===== src/rtl/nbody_integrate_seq.sv =====
// Integration sequencer: walks every body/axis and issues vel+=acc*dt and pos+=vel*dt to an
// external fixed-latency multiply-add, writing results back through a tag delay line.
module nbody_integrate_seq #(
    parameter int unsigned MAX_BODIES = 10,
    parameter int unsigned DIMS       = 3,
    parameter int unsigned MAC_LAT    = 4,
    parameter int unsigned OFF_NUM    = 1,
    parameter int unsigned OFF_POS    = 23,
    parameter int unsigned OFF_VEL    = 53,
    parameter int unsigned OFF_ACC    = 83
) (
    input  logic        CLK,
    input  logic        RESET,
    input  logic        START,
    input  logic        MODE,
    input  logic        clr_acc_en,
    input  logic [31:0] dt,
    output logic [31:0] rd_addr,
    input  logic [31:0] rd_data,
    output logic        wr_en,
    output logic [31:0] wr_addr,
    output logic [31:0] wr_data,
    output logic        mac_valid_in,
    output logic [31:0] mac_a,
    output logic [31:0] mac_b,
    output logic [31:0] mac_c,
    input  logic [31:0] mac_result,
    output logic        BUSY,
    output logic        DONE
);
    localparam int unsigned IW = $clog2(MAX_BODIES + 1);

    typedef enum logic [3:0] {
        S_IDLE,
        S_RD_NUM,
        S_LOAD_NUM,
        S_RD_A,
        S_RD_C,
        S_ISSUE,
        S_DRAIN,
        S_CLR,
        S_DONE
    } state_t;

    state_t             state_q, state_d;
    logic [IW-1:0]      n_q, n_d, i_q, i_d;
    logic [1:0]         d_q, d_d;
    logic               phase_q, phase_d;
    logic               mode_q, mode_d;
    logic               clr_q, clr_d;
    logic [31:0]        dt_q, dt_d;
    logic [31:0]        src_q, src_d;
    logic [MAC_LAT-1:0] tag_vld_q, tag_vld_d;
    logic [31:0]        tag_addr_q [MAC_LAT];
    logic [31:0]        tag_addr_d [MAC_LAT];

    logic               vel_phase, last_elem, last_dim;
    logic [IW-1:0]      n_clamp, i_next;
    logic [1:0]         d_next;
    logic [31:0]        src_base, dst_base, src_addr, dst_addr, acc_addr;

    function automatic logic [31:0] elem_addr(input logic [31:0] base, input logic [1:0] d,
                                              input logic [IW-1:0] i);
        return base + 32'(d) * MAX_BODIES + 32'(i) + 32'd1;
    endfunction

    // phase 0 is VEL when MODE=0, POS when MODE=1
    assign vel_phase = (phase_q == mode_q);
    assign src_base  = vel_phase ? OFF_ACC : OFF_VEL;
    assign dst_base  = vel_phase ? OFF_VEL : OFF_POS;
    assign src_addr  = elem_addr(src_base, d_q, i_q);
    assign dst_addr  = elem_addr(dst_base, d_q, i_q);
    assign acc_addr  = elem_addr(OFF_ACC, d_q, i_q);

    assign n_clamp   = (rd_data > MAX_BODIES) ? IW'(MAX_BODIES) : rd_data[IW-1:0];
    assign last_dim  = (32'(d_q) + 32'd1 == DIMS);
    assign last_elem = last_dim && (32'(i_q) + 32'd1 == 32'(n_q));
    assign d_next    = last_dim ? 2'd0 : d_q + 2'd1;
    assign i_next    = last_dim ? i_q + 1'b1 : i_q;

    always_comb begin
        state_d      = state_q;
        n_d          = n_q;
        i_d          = i_q;
        d_d          = d_q;
        phase_d      = phase_q;
        mode_d       = mode_q;
        clr_d        = clr_q;
        dt_d         = dt_q;
        src_d        = src_q;
        rd_addr      = '0;
        mac_valid_in = 1'b0;
        mac_a        = '0;
        mac_b        = '0;
        mac_c        = '0;
        case (state_q)
            S_IDLE: begin
                if (START) begin
                    mode_d  = MODE;
                    clr_d   = clr_acc_en;
                    dt_d    = dt;
                    state_d = S_RD_NUM;
                end
            end
            S_RD_NUM: begin
                rd_addr = OFF_NUM;
                state_d = S_LOAD_NUM;
            end
            S_LOAD_NUM: begin
                n_d     = n_clamp;
                i_d     = '0;
                d_d     = '0;
                phase_d = 1'b0;
                state_d = (n_clamp == '0) ? S_DONE : S_RD_A;
            end
            S_RD_A: begin
                rd_addr = src_addr;
                state_d = S_RD_C;
            end
            S_RD_C: begin
                rd_addr = dst_addr;
                src_d   = rd_data;
                state_d = S_ISSUE;
            end
            S_ISSUE: begin
                mac_valid_in = 1'b1;
                mac_a        = src_q;
                mac_b        = dt_q;
                mac_c        = rd_data;
                if (last_elem) begin
                    state_d = S_DRAIN;
                end else begin
                    i_d     = i_next;
                    d_d     = d_next;
                    state_d = S_RD_A;
                end
            end
            S_DRAIN: begin
                // next phase may only read once every write of this one has landed
                if (tag_vld_q == '0) begin
                    i_d = '0;
                    d_d = '0;
                    if (!phase_q) begin
                        phase_d = 1'b1;
                        state_d = S_RD_A;
                    end else if (clr_q) begin
                        state_d = S_CLR;
                    end else begin
                        state_d = S_DONE;
                    end
                end
            end
            S_CLR: begin
                if (last_elem) begin
                    state_d = S_DONE;
                end else begin
                    i_d = i_next;
                    d_d = d_next;
                end
            end
            S_DONE: begin
                if (!START) state_d = S_IDLE;
            end
            default: state_d = S_IDLE;
        endcase
    end

    always_comb begin
        tag_vld_d     = '0;
        tag_vld_d[0]  = mac_valid_in;
        tag_addr_d[0] = dst_addr;
        for (int k = 1; k < MAC_LAT; k++) begin
            tag_vld_d[k]  = tag_vld_q[k-1];
            tag_addr_d[k] = tag_addr_q[k-1];
        end
    end

    always_comb begin
        wr_en   = 1'b0;
        wr_addr = '0;
        wr_data = '0;
        if (tag_vld_q[MAC_LAT-1]) begin
            wr_en   = 1'b1;
            wr_addr = tag_addr_q[MAC_LAT-1];
            wr_data = mac_result;
        end else if (state_q == S_CLR) begin
            wr_en   = 1'b1;
            wr_addr = acc_addr;
        end
    end

    assign BUSY = (state_q != S_IDLE) && (state_q != S_DONE);
    assign DONE = (state_q == S_DONE);

    always_ff @(posedge CLK) begin
        if (RESET) begin
            state_q   <= S_IDLE;
            n_q       <= '0;
            i_q       <= '0;
            d_q       <= '0;
            phase_q   <= 1'b0;
            mode_q    <= 1'b0;
            clr_q     <= 1'b0;
            dt_q      <= '0;
            src_q     <= '0;
            tag_vld_q <= '0;
            for (int k = 0; k < MAC_LAT; k++) tag_addr_q[k] <= '0;
        end else begin
            state_q   <= state_d;
            n_q       <= n_d;
            i_q       <= i_d;
            d_q       <= d_d;
            phase_q   <= phase_d;
            mode_q    <= mode_d;
            clr_q     <= clr_d;
            dt_q      <= dt_d;
            src_q     <= src_d;
            tag_vld_q <= tag_vld_d;
            for (int k = 0; k < MAC_LAT; k++) tag_addr_q[k] <= tag_addr_d[k];
        end
    end

endmodule


===== config.mk =====
export PLATFORM = sky130hd
export DESIGN_NAME = nbody_integrate_seq
export DESIGN_NICKNAME = d
export VERILOG_FILES = /design/src/rtl/nbody_integrate_seq.sv
export SDC_FILE = /design/constraint.sdc
export NUM_CORES = 1
export LEC_CHECK = 0
export ABC_AREA = 1
export BUFFER_PORTS_ARGS = -buffer_cell sky130_fd_sc_hd__buf_2
export CAP_MARGIN = 20
export CORE_MARGIN = 2
export CORE_UTILIZATION = 51
export DETAILED_ROUTE_END_ITERATION = 8
export PLACE_DENSITY_LB_ADDON = 0.25
export SYNTH_ARGS = -nofsm -noshare
export SYNTH_HDL_FRONTEND = slang
export SYNTH_SLANG_ARGS = --single-unit

===== constraint.sdc =====
create_clock -name CLK -period 4.2 [get_ports CLK]
set_input_delay 0.21 -clock CLK [delete_from_list [all_inputs] [get_ports CLK]]
set_output_delay 0.21 -clock CLK [all_outputs]
set_load 0.005 [all_outputs]

### After elaboration in Yosys (flattened, before gate mapping)

Memory sizes are Yosys's and may differ from the RTL's.
Index checks and enable logic that the tools add are counted.

| storage, ports and cells | value |
|---|---|
| register bits after elaboration | 85 |
| RAM bits | 128 |
| output and inout port bits | 196 |
| word-level logic and storage cells | 101 |
| memories | 1 |

| cells by class | value |
|---|---|
| add/sub/neg operators | 13 |
| $mul | 1 |
| order comparisons | 1 |
| equal/unequal tests | 18 |
| mux-type cells | 39 |
| bitwise operators | 4 |
| reductions and logical operators | 14 |

Memories:

| memory | depth | bits a word | read ports | clocked after Yosys merged registers in | write ports | line | source |
|---|---|---|---|---|---|---|---|
| tag_addr_q | 4 | 32 | 4 | 0 | 4 | 54 | `logic [31:0] tag_addr_q [MAC_LAT];` |

Operators by type and width:

| cell | count |
|---|---|
| 2-to-1 mux 32 bit | 9 |
| 2-to-1 mux 4 bit | 11 |
| one-hot mux 4 bit (9 select lines) | 1 |
| greater-than comparator 32 x 4 -> 1 bit, second input constant | 1 |
| one-hot mux 10 bit (3 select lines) | 1 |
| adder 9 x 1 -> 10 bit, second input constant | 2 |
| adder 8 x 4 -> 9 bit | 2 |
| == test 4 x 3 -> 1 bit, second input constant | 4 |
| zero test 4 bit | 3 |
| one-hot mux 4 bit (3 select lines) | 1 |
| 2-to-1 mux 10 bit | 1 |
| inequality test 2 bit, second input constant | 5 |
| adder 8 x 1 -> 9 bit, second input constant | 1 |
| adder 7 x 4 -> 8 bit | 1 |
| adder 7 x 6 -> 8 bit | 1 |
| adder 7 x 6 -> 8 bit, first input constant | 1 |
| == test 4 x 2 -> 1 bit, second input constant | 2 |
| AND reduction 4 bit | 2 |
| adder 6 x 6 -> 7 bit | 1 |
| 2-to-1 mux 1 bit | 7 |
| 2-to-1 mux 7 bit | 1 |
| 2-to-1 mux 2 bit | 3 |
| 2-to-1 mux 6 bit | 1 |
| one-hot mux 2 bit (3 select lines) | 1 |
| 22 further kinds | 27 |

### Depth between registers and ports, before layout

Gate-level depths: netlist of the first run.

| logic depth | value |
|---|---|
| word-level depth | 6 |
| mapped depth | 13 |
| depth with buffers taken out | 13 |

### Worst setup path after synthesis of the first run

No wires, ideal clock.

| timing | value |
|---|---|
| path type | reg2out |
| from | register phase_q |
| to | output port rd_addr[5] |
| arrival | 2.365 ns |
| required time | 3.990 ns |
| setup slack | 1.625 ns |
| stages on the path, launching flop included | 12 |
| path buffers | 0 |
| cells stage by stage | dfxtp_1 -> xnor2_1 -> fa_1 -> inv_1 -> ha_1 -> nand3_1 -> a21boi_0 -> o21ai_0 -> nand2_1 -> or2_2 -> nand3_1 -> nand2_1 |

| on the way | value |
|---|---|
| longest elaborated chain between the ends | 6 |
| elaborated cells on any way between the ends | 10 |
| classes of those cells | add/sub: 6; eq/ne: 1; mux: 3 |

RTL lines:

| what | line | source |
|---|---|---|
| start, declared | 48 | `logic phase_q, phase_d;` |
| start signal, assigned | 213 | `phase_q <= phase_d;` |
| == test 1 bit (*) | 68 | `assign vel_phase = (phase_q == mode_q);` |
| 2-to-1 mux 7 bit or 2-to-1 mux 6 bit (tied branches) | 69, 70 |  |
| adder 7 x 6 -> 8 bit or adder 6 x 6 -> 7 bit (tied branches) | 64 | `return base + 32'(d) * MAX_BODIES + 32'(i) + 32'd1;` |
| adder 8 x 4 -> 9 bit or adder 7 x 4 -> 8 bit (tied branches) | 64 |  |
| adder 9 x 1 -> 10 bit or adder 8 x 1 -> 9 bit (tied branches) | 64 |  |
| one-hot mux 10 bit (3 select lines) (*) | 96 | `case (state_q)` |
| end, declared | 18 | `output logic [31:0] rd_addr,` |

Every way passes the cells marked *; elsewhere a longest branch is shown, timed or not.

### Worst setup path in the final report of the first run

Ends and elaborated chain as after synthesis.

==> results of run 1 <==
==> synth_stat cells, drive strengths merged (6+ instances only) <==
cell / number / area share [%]
nand3: 21 / 1.8
dfxtp: 113 / 36
buf: 61 / 7.2
a21oi: 87 / 7.0
nor2: 174 / 11
o21ai: 82 / 6.6
inv: 196 / 12
nor3: 6 / 0.56
clkbuf: 28 / 1.7
nand2: 119 / 7.4
ha: 22 / 4.4
==> per-layer routing <==
metal	GRT usage, %	up-vias	wire, um
met5	0	-	17
met4	9.593	2	258
met3	7.411	22	1328
met2	40.51	222	7527
met1	29.11	2687	6750
li1	-	3225	-
==> worst reg2reg max path, stage by stage, from the launching register on <==
cell and delay [ps]:
dfxtp_1 350, xnor2_1 530, inv_1 220, ha_1 370
ha_1 230, nand3_1 90, nand2_1 60, or2_2 270
nand2_1 90, nor2_1 40
==> area by class of cell <==
class	instances	area [um^2]	share of cell area (%)
clock buffers	24	481.7	6.142
repair buffers	255	1294	16.50
well taps	147	183.9	2.345
multi-input cells	588	2850	36.34
clock inverters	7	35.03	0.4467
inverters	196	735.7	9.381
flip-flops and latches	113	2262	28.84
==> worst min path at each step <==
stage / endpoint / slack (ps) / depth (start not counted)
3_3_place_gp: tag_addr_q[3][1]$_SDFF_PP0_ / 390 / 2
3_5_place_dp: tag_addr_q[3][1]$_SDFF_PP0_ / 390 / 2
2_1_floorplan: n_q[0]$_SDFFE_PP0P_ / 350 / 2
6_report: src_q[13]$_SDFFE_PP0P_ / 70 / 3
5_1_grt: src_q[20]$_SDFFE_PP0P_ / 70 / 3
4_1_cts: src_q[20]$_SDFFE_PP0P_ / 50 / 3
==> kinds of logic after synthesis <==
family | Yosys count | share of synthesized area (%)
buf+inv | 285 | 20.77
fa+ha+maj | 24 | 5.071
xor+xnor | 7 | 0.9861
simple gates | 330 | 21.94
compound gates | 179 | 14.79
flops | 113 | 36.39
other cells | 1 | 0.06032
==> state kept, by name (all words and copies together), names as in the netlist <==
name / cells
d_q: 2
mode_q: 1
tag_addr_q: 28
tag_vld_q: 4
state_q: 4
dt_q: 32
clr_q: 1
n_q: 4
i_q: 4
src_q: 32
phase_q: 1
==> stage by stage <==
stage	setup slack (ps)	area (um^2)	instances	total power, mW	hold slack (ps)
after detailed placement	1247	7326	1299	2.216	393.4
final	814.5	7843	1330	3.454	73.96
after CTS	783.3	7843	1330	3.474	50.12
after global placement	1252	7326	1299	2.202	389.4
after global routing	505.5	7843	1330	3.687	66.59
after floorplan	1625	6394	986	2.011	352.7
==> power by group through the flow <==
stage               Clock [mW]  Sequential, mW  Combinational (mW)
finish                    1.25            1.34               0.861
CTS                       1.27            1.34               0.861
detailed placement           0            1.36               0.854
global route              1.33            1.36               0.998
floorplan                    0            1.34               0.670
global placement             0            1.36               0.845
==> impl_metrics.env, run 1 <==
export IMPL_crit_end="rd_addr[5]"
export IMPL_cts_made_buffers=17
export IMPL_firstDrtPassIters=5
export IMPL_via_per_inst=4.630
export IMPL_yosys_warnings=0
export IMPL_drive_gt1_share_pct=25.44
export IMPL_reg2reg_depth=9
export IMPL_r2r_slack_ps=1810
export IMPL_cp_arrival_ps=3180
export IMPL_ys_seq_area_share_pct=36.39
export IMPL_p_clk_share_pct=36.2
export IMPL_cp_buffers_inverters=2
export IMPL_finish_utilization_pct=65.56
export IMPL_grt_max_degree=69
export IMPL_hp_start="rd_data[13]"
export IMPL_seq_power_share_pct=38.8
export IMPL_worst_pin_slew_ps=931.7
export IMPL_power_density_nw_per_um2=440.5
export IMPL_syn_avg_cell_area_um2=6.621
export IMPL_cp_depth=12
export IMPL_fin_nets=1296
export IMPL_ios=297
export IMPL_core_area_um2=11960
export IMPL_timing_final_crit_share_pct=80.61
export IMPL_area_growth_pct=26.14
export IMPL_hold_violations=0
export IMPL_worst_setup_path_end_kind="primary output"
export IMPL_final_common_cell="buf_2"
export IMPL_hpwl_um=12030
export IMPL_switching_power_mw=1.104
export IMPL_die_y_um=114.4
export IMPL_hold_class="input port to flip-flop"
export IMPL_synth_area_um2=6217
export IMPL_antenna_left=0
export IMPL_cts_sinks=113
export IMPL_drc_errors=0
export IMPL_fin_setup_tns_ps=0
export IMPL_slew_violations=0
export IMPL_worst_ep_required_time_ps=3990
export IMPL_crit_path_max_incr_delay_ps=530
export IMPL_via_count=6158
export IMPL_maxCapViolations=0
export IMPL_status="completed"
export IMPL_ys_async_sr_fraction_pct=0
export IMPL_ir_worst_vdd_mv=0.2915
export IMPL_synthCells=939
export IMPL_path_class="flip-flop to primary output"
export IMPL_path_cells="xnor2_1, fa_1, inv_1, ha_1, nand3_1, a21boi_0, o21ai_0, nand2_1, or2_2, nand3_1, nand2_1, buf_2"
export IMPL_finClkSkew_ps=7.931
export IMPL_worst_setup_path_start_kind="flip-flop"
export IMPL_port_buffers=248
export IMPL_globalRouteTotalUtil_pct=24.24
export IMPL_timing_final_crit_period_ps=3386
export IMPL_postCtsSetupBuffers=0
export IMPL_slowest_stage="xnor2_1"
export IMPL_drt_wl_total_um=15880
export IMPL_p_leak_nw=4.412
export IMPL_crit_start="phase_q$_SDFFE_PP0P_"
export IMPL_synth_edf_count=0
export IMPL_rsz0062_at_grt="false"
export IMPL_fillers=1169
export IMPL_clk_latency_ps=410
export IMPL_crit_family="adder cells"
export IMPL_wl_per_cell_um=11.94
export IMPL_clock_fmax_mhz=295.4
export IMPL_ys_ff_latch=113
export IMPL_ctsHoldBuffers=0
export IMPL_h_tree_depth=4
export IMPL_ys_flop_type="dfxtp_1"
export IMPL_slew_headroom_pct=37.80
export IMPL_die_area_um2=13090
export IMPL_die_x_um=114.4
export IMPL_clockBufferDepth=2
export IMPL_path_clk_slew_ps=50
export IMPL_grt_pass1_vias=5373
export IMPL_diodes=0
export IMPL_setup_viol=0
export IMPL_rows=40
export IMPL_sw_frac_of_total_pct=31.96
export IMPL_initialDrtViolationCount=220
export IMPL_start_util_pct=51.98
export IMPL_antenna_found_initial=1
export IMPL_p_int_mw=2.350
export IMPL_crit_path_max_fanout=7
export IMPL_cts_tree="done"
export IMPL_final_cell_mix="buf_2 (248), inv_1 (192), nor2_1 (166)"
export IMPL_timing_rr_start="phase_q$_SDFFE_PP0P_"
export IMPL_post_cts_resized=0
export IMPL_root_buffer="clkbuf_16"
export IMPL_reg2reg_to="tag_addr_q[0][4]$_SDFF_PP0_"
export IMPL_ys_types=33
export IMPL_gp_congestion=0.9360
export IMPL_combPwrFrac_pct=24.9
export IMPL_grt_pass1_wl_um=25010
export IMPL_grt_ovfl_total=0
Power figures use the tool's default switching activity.
==> run 2: changes to the inputs <==
- CORE_UTILIZATION: 51 -> 47
- clock period: 4.2 -> 3.5 ns (I/O delays scaled with it)
==> run 2 against run 1 <==
Effect of this change: count of clock-buffer cells in the layout down 2; clock skew down 0.53 ps; flip-flop and latch count unchanged; worst hold slack worse by 46 ps; sequential share of layout area down 0.54 points; clock power up 36%; cell count up 2.4%; design area up 2.0%; non-clock buffer count up 1; sequential power up 20%; worst setup slack worse by 570 ps; global-route usage down 0.80 points; largest power group is now the clock network; highest routed layer is now met4.
==> impl_metrics.env, run 2 (synthesis gave the netlist of run 1 again) <==
export IMPL_grt_ovfl_total=0
export IMPL_clk_latency_ps=420
export IMPL_status="completed"
export IMPL_slowest_stage="fa_1"
export IMPL_rsz0062_at_grt="false"
export IMPL_slew_violations=0
export IMPL_power_density_nw_per_um2=546.4
export IMPL_antenna_found_initial=0
export IMPL_cts_tree="done"
export IMPL_crit_end="rd_addr[5]"
export IMPL_worst_setup_path_start_kind="flip-flop"
export IMPL_final_cell_area_um2=7998
export IMPL_slew_headroom_pct=43.19
export IMPL_reg2reg_to="tag_addr_q[0][4]$_SDFF_PP0_"
export IMPL_grt_pass1_vias=5582
export IMPL_gp_congestion=0.9653
export IMPL_area_growth_pct=28.64
export IMPL_busiest_layer="met2"
export IMPL_root_buffer="clkbuf_16"
export IMPL_finClkSkew_ps=7.402
export IMPL_die_x_um=119.0
export IMPL_crit_path_max_incr_delay_ps=490
export IMPL_ios=297
export IMPL_path_class="flip-flop to primary output"
export IMPL_globalRouteTotalUtil_pct=23.44
export IMPL_gr_usage_met1_pct=25.95
export IMPL_clockBufferDepth=2
export IMPL_drive_gt1_share_pct=26.08
export IMPL_final_common_cell="buf_2"
export IMPL_regArea_um2=2263
export IMPL_reg_top3="dt_q: 32 flops, src_q: 32 flops, tag_addr_q: 28 flops"
export IMPL_die_y_um=119.0
export IMPL_port_buffers=248
export IMPL_firstDrtPassIters=5
export IMPL_p_leak_nw=4.460
export IMPL_finish_utilization_pct=61.12
export IMPL_fin_setup_tns_ps=0
export IMPL_cp_arrival_ps=3080
export IMPL_cts_sinks=113
export IMPL_hpwl_um=12410
export IMPL_worst_ep_required_time_ps=3320
export IMPL_worst_pin_slew_ps=851.0
export IMPL_drc_errors=0
export IMPL_via_per_inst=4.575
export IMPL_crit_start="phase_q$_SDFFE_PP0P_"
export IMPL_hold_violations=0
export IMPL_setup_viol=0
export IMPL_worstHoldPathCells=3
export IMPL_antenna_left=0
export IMPL_post_dp_cell_area_um2=7395
export IMPL_fin_nets=1297
export IMPL_global_route_usage_met3_pct=8.046
export IMPL_timing_final_crit_share_pct=93.13
export IMPL_timing_final_crit_period_ps=3259
export IMPL_fillers=1269
export IMPL_drt_wl_total_um=16690
export IMPL_setup_ws_ps=240.5
export IMPL_whs_ps=27.92
export IMPL_grt_pass1_wl_um=26520
export IMPL_grt_max_degree=55
export IMPL_reg2reg_depth=9
export IMPL_rows=42
export IMPL_via_count=6231
export IMPL_path_clk_slew_ps=50
export IMPL_postCtsSetupBuffers=0
export IMPL_multi_input_area_um2=2858
export IMPL_final_cell_mix="buf_2 (248), inv_1 (192), nor2_1 (166)"
export IMPL_clock_fmax_mhz=306.8
export IMPL_path_cells="xnor2_2, fa_1, inv_1, ha_1, nand3_1, a21boi_0, o21ai_0, nand2_1, or2_2, nand3_1, nand2_1, buf_2"
export IMPL_start_util_pct=47.51
export IMPL_initialDrtViolationCount=262
export IMPL_use_met2_pct=41.34
export IMPL_pre_cts_ws_ps=523.5
export IMPL_cts_made_buffers=17
export IMPL_hold_class="input port to flip-flop"
export IMPL_r2r_slack_ps=1330
export IMPL_ir_worst_vdd_mv=0.3020
export IMPL_crit_path_max_fanout=7
export IMPL_timing_rr_start="phase_q$_SDFFE_PP0P_"
export IMPL_worst_setup_path_end_kind="primary output"
export IMPL_maxCapViolations=0
export IMPL_wl_per_cell_um=12.25
export IMPL_core_area_um2=13090
export IMPL_die_area_um2=14160
export IMPL_h_tree_depth=4
[run 2: how the worst min path moves through the flow]
| stage | endpoint | startpoint | slack (ps) |
|---|---|---|---|
| final | src_q[22]$_SDFFE_PP0P_ | rd_data[22] | 30 |
| after CTS | src_q[22]$_SDFFE_PP0P_ | rd_data[22] | 20 |
| after detailed placement | tag_addr_q[3][3]$_SDFF_PP0_ | tag_addr_q[2][3]$_SDFF_PP0_ | 390 |
| after floorplan | n_q[0]$_SDFFE_PP0P_ | rd_data[0] | 320 |
| after global placement | tag_addr_q[1][2]$_SDFF_PP0_ | tag_addr_q[0][2]$_SDFF_PP0_ | 390 |
| after global routing | src_q[18]$_SDFFE_PP0P_ | rd_data[18] | 30 |
[run 2: critical path, delay by kind of cell, from the launching register on]
family / cells / cell delay [ps]
XOR/XNOR: 1 / 350
AO/OA/AOI/OAI: 2 / 340
adder cells (fa/ha/maj): 2 / 760
buffers and inverters: 2 / 200
AND/OR/NAND/NOR: 5 / 670
flip-flops: 1 / 360
[run 2: cell type report]
cell class                 instances  area share [%]
tap                              176           2.753
inverter                         196           9.199
clock inverter                    10           1.345
timing repair buffer             256           16.58
clock buffer                      22           6.054
multi-input combinational        588           35.73
antenna                            1         0.03129
sequential                       113           28.30
[run 2: through the flow]
| stage | power, mW | instances |
|---|---|---|
| global route | 4.646 | 1361 |
| detailed placement | 2.672 | 1329 |
| finish | 4.370 | 1362 |
| floorplan | 2.413 | 986 |
| CTS | 4.377 | 1361 |
| global placement | 2.648 | 1329 |
[run 2: timing repair]
| item | 4_1_cts | 5_1_grt |
|---|---|---|
| resized for setup | 0 | 2 |
| hold buffers | 0 | 0 |
| setup endpoints to repair | 0 | 1 |
| hold endpoints to repair | 0 | 0 |
[run 2: metal layers]
layer | up-vias | part of all wire (%)
li1 | 3222 | -
met1 | 2741 | 40
met2 | 246 | 49
met3 | 22 | 8.9
met4 | 0 | 1.8
met5 | - | 0
[run 2: power breakdown]
group          leakage (nW)  internal, mW  switching (mW)
sequential            0.924          1.51           0.107
combinational          3.25         0.383           0.670
clock                 0.288          1.11           0.589
total                  4.46          3.00            1.37
==> run 3: changes to the inputs <==
- HOLD_SLACK_MARGIN: not set -> 0.03
==> run 3 against run 2 <==
Effect of this change: die area stayed put; via count is 1.7% higher; worst hold slack better by 12 ps; non-clock buffer count is 17 higher; design area is 2.1% higher; critical path type unchanged; clock power hardly changed; first-iteration DRC count is 27% higher; routed wire length is 1.7% higher; global-route usage is 0.40 points higher; critical path depth stayed put; largest cell class unchanged; sequential power hardly changed.
==> impl_metrics.env, run 3 (synthesis gave the netlist of run 1 again) <==
export IMPL_drc_errors=0
export IMPL_cp_buffers_inverters=2
export IMPL_grt_ovfl_total=0
export IMPL_rows=42
export IMPL_area_growth_pct=31.37
export IMPL_fillers=1247
export IMPL_worst_setup_path_start_kind="flip-flop"
export IMPL_ios=297
export IMPL_slew_headroom_pct=43.14
export IMPL_hpwl_um=12410
export IMPL_timing_final_crit_share_pct=93.27
export IMPL_timing_rr_start="phase_q$_SDFFE_PP0P_"
export IMPL_clockBufferDepth=2
export IMPL_final_common_cell="buf_2"
export IMPL_cp_depth=12
export IMPL_drive_gt1_share_pct=25.71
export IMPL_antenna_left=0
export IMPL_grt_pass1_vias=5701
export IMPL_fin_nets=1314
export IMPL_timing_final_crit_period_ps=3264
export IMPL_globalRouteTotalUtil_pct=23.84
export IMPL_cts_made_buffers=17
export IMPL_slew_violations=0
export IMPL_design_power_total_mw=4.384
export IMPL_port_buffers=248
export IMPL_hp_start="dt[2]"
export IMPL_cts_sinks=113
export IMPL_path_class="flip-flop to primary output"
export IMPL_place_inst=1329
export IMPL_reg2reg_to="tag_addr_q[0][4]$_SDFF_PP0_"
export IMPL_drt_wl_total_um=16970
export IMPL_firstDrtPassIters=5
export IMPL_maxCapViolations=0
export IMPL_start_util_pct=47.51
export IMPL_die_y_um=119.0
export IMPL_r2r_slack_ps=1330
export IMPL_clock_fmax_mhz=306.3
export IMPL_h_tree_depth=4
export IMPL_crit_path_max_incr_delay_ps=490
export IMPL_finish_utilization_pct=62.42
export IMPL_post_dp_cell_area_um2=7395
export IMPL_rsz0062_at_grt="false"
export IMPL_min_to="dt_q[2]$_SDFFE_PP0P_"
export IMPL_slowest_stage="fa_1"
export IMPL_path_cells="xnor2_2, fa_1, inv_1, ha_1, nand3_1, a21boi_0, o21ai_0, nand2_1, or2_2, nand3_1, nand2_1, buf_2"
export IMPL_final_cell_area_um2=8168
export IMPL_core_area_um2=13090
export IMPL_worst_ep_required_time_ps=3320
export IMPL_power_density_nw_per_um2=536.8
export IMPL_gp_congestion=0.9653
export IMPL_finalNonFillerCells=1379
export IMPL_worst_pin_slew_ps=851.6
export IMPL_fin_setup_tns_ps=0
export IMPL_grt_pass1_wl_um=27010
export IMPL_regArea_um2=2263
export IMPL_finClkSkew_ps=6.451
export IMPL_final_cell_mix="buf_2 (248), inv_1 (192), nor2_1 (166)"
export IMPL_root_buffer="clkbuf_16"
export IMPL_reg_top3="dt_q: 32 flops, src_q: 32 flops, tag_addr_q: 28 flops"
export IMPL_die_x_um=119.0
export IMPL_via_per_inst=4.597
export IMPL_postCtsSetupBuffers=0
export IMPL_die_area_um2=14160
export IMPL_wl_per_cell_um=12.31
export IMPL_antenna_found_initial=0
export IMPL_crit_path_max_fanout=7
export IMPL_status="completed"
export IMPL_clk_latency_ps=410
export IMPL_path_clk_slew_ps=50
export IMPL_hold_class="input port to flip-flop"
export IMPL_worstHoldPathCells=3
export IMPL_multi_input_area_um2=2858
export IMPL_via_count=6339
export IMPL_initialDrtViolationCount=334
export IMPL_p_leak_nw=4.531
export IMPL_setup_viol=0
export IMPL_reg2reg_depth=9
export IMPL_worst_setup_path_end_kind="primary output"
export IMPL_crit_family="adder cells"
export IMPL_grt_max_degree=55
export IMPL_cts_tree="done"
export IMPL_cp_arrival_ps=3090
export IMPL_ir_worst_vdd_mv=0.3011
export IMPL_hold_violations=0
[run 3: metal layers]
metal / wire length [um] / track usage, % / vias to the layer above
met4: 310 / 9.152 / 0
met2: 8366 / 42.17 / 262
met3: 1542 / 8.285 / 27
met5: 0 / 0 / -
li1: - / - / 3257
met1: 6750 / 26.14 / 2793
[run 3: power breakdown]
group | internal [mW] | switching, mW
logic | 0.395 | 0.674
clock network | 1.11 | 0.588
registers | 1.51 | 0.107
[run 3: metrics by stage]
stage	hold slack [ps]	setup slack (ps)
2_1_floorplan	317.7	960.2
3_3_place_gp	388.4	600.9
3_5_place_dp	394.5	523.5
4_1_cts	30.37	76.68
5_1_grt	41.60	23.08
6_report	40.05	235.7
[run 3: how the worst max path moves through the flow]
stage / startpoint / end
2_1_floorplan: phase_q$_SDFFE_PP0P_ / rd_addr[5]
3_3_place_gp: phase_q$_SDFFE_PP0P_ / rd_addr[5]
3_5_place_dp: phase_q$_SDFFE_PP0P_ / rd_addr[5]
4_1_cts: phase_q$_SDFFE_PP0P_ / rd_addr[5]
5_1_grt: phase_q$_SDFFE_PP0P_ / rd_addr[5]
6_report: phase_q$_SDFFE_PP0P_ / rd_addr[5]
[run 3: layout make-up]
class / count / share of cell area, %
Inverter: 196 / 9.007
Antenna cell: 1 / 0.03064
Tap cell: 176 / 2.696
Multi-Input combinational cell: 588 / 34.99
Timing Repair Buffer: 273 / 18.32
Clock inverter: 10 / 1.317
Sequential cell: 113 / 27.71
Clock buffer: 22 / 5.928
[run 3: worst reg2reg max path, delay by kind of cell, from the launching register on]
| family | cells | cell delay (ps) |
|---|---|---|
| XOR/XNOR | 1 | 350 |
| flip-flops | 1 | 360 |
| AND/OR/NAND/NOR | 5 | 540 |
| buffers and inverters | 1 | 170 |
| adder cells (fa/ha/maj) | 2 | 600 |
[run 3: repair_timing]
action                                  4_1_cts  5_1_grt
hold buffers                                 17        0
gates resized for setup                       0        2
endpoints found under the hold margin        17        0
endpoints found under the setup margin        0        1
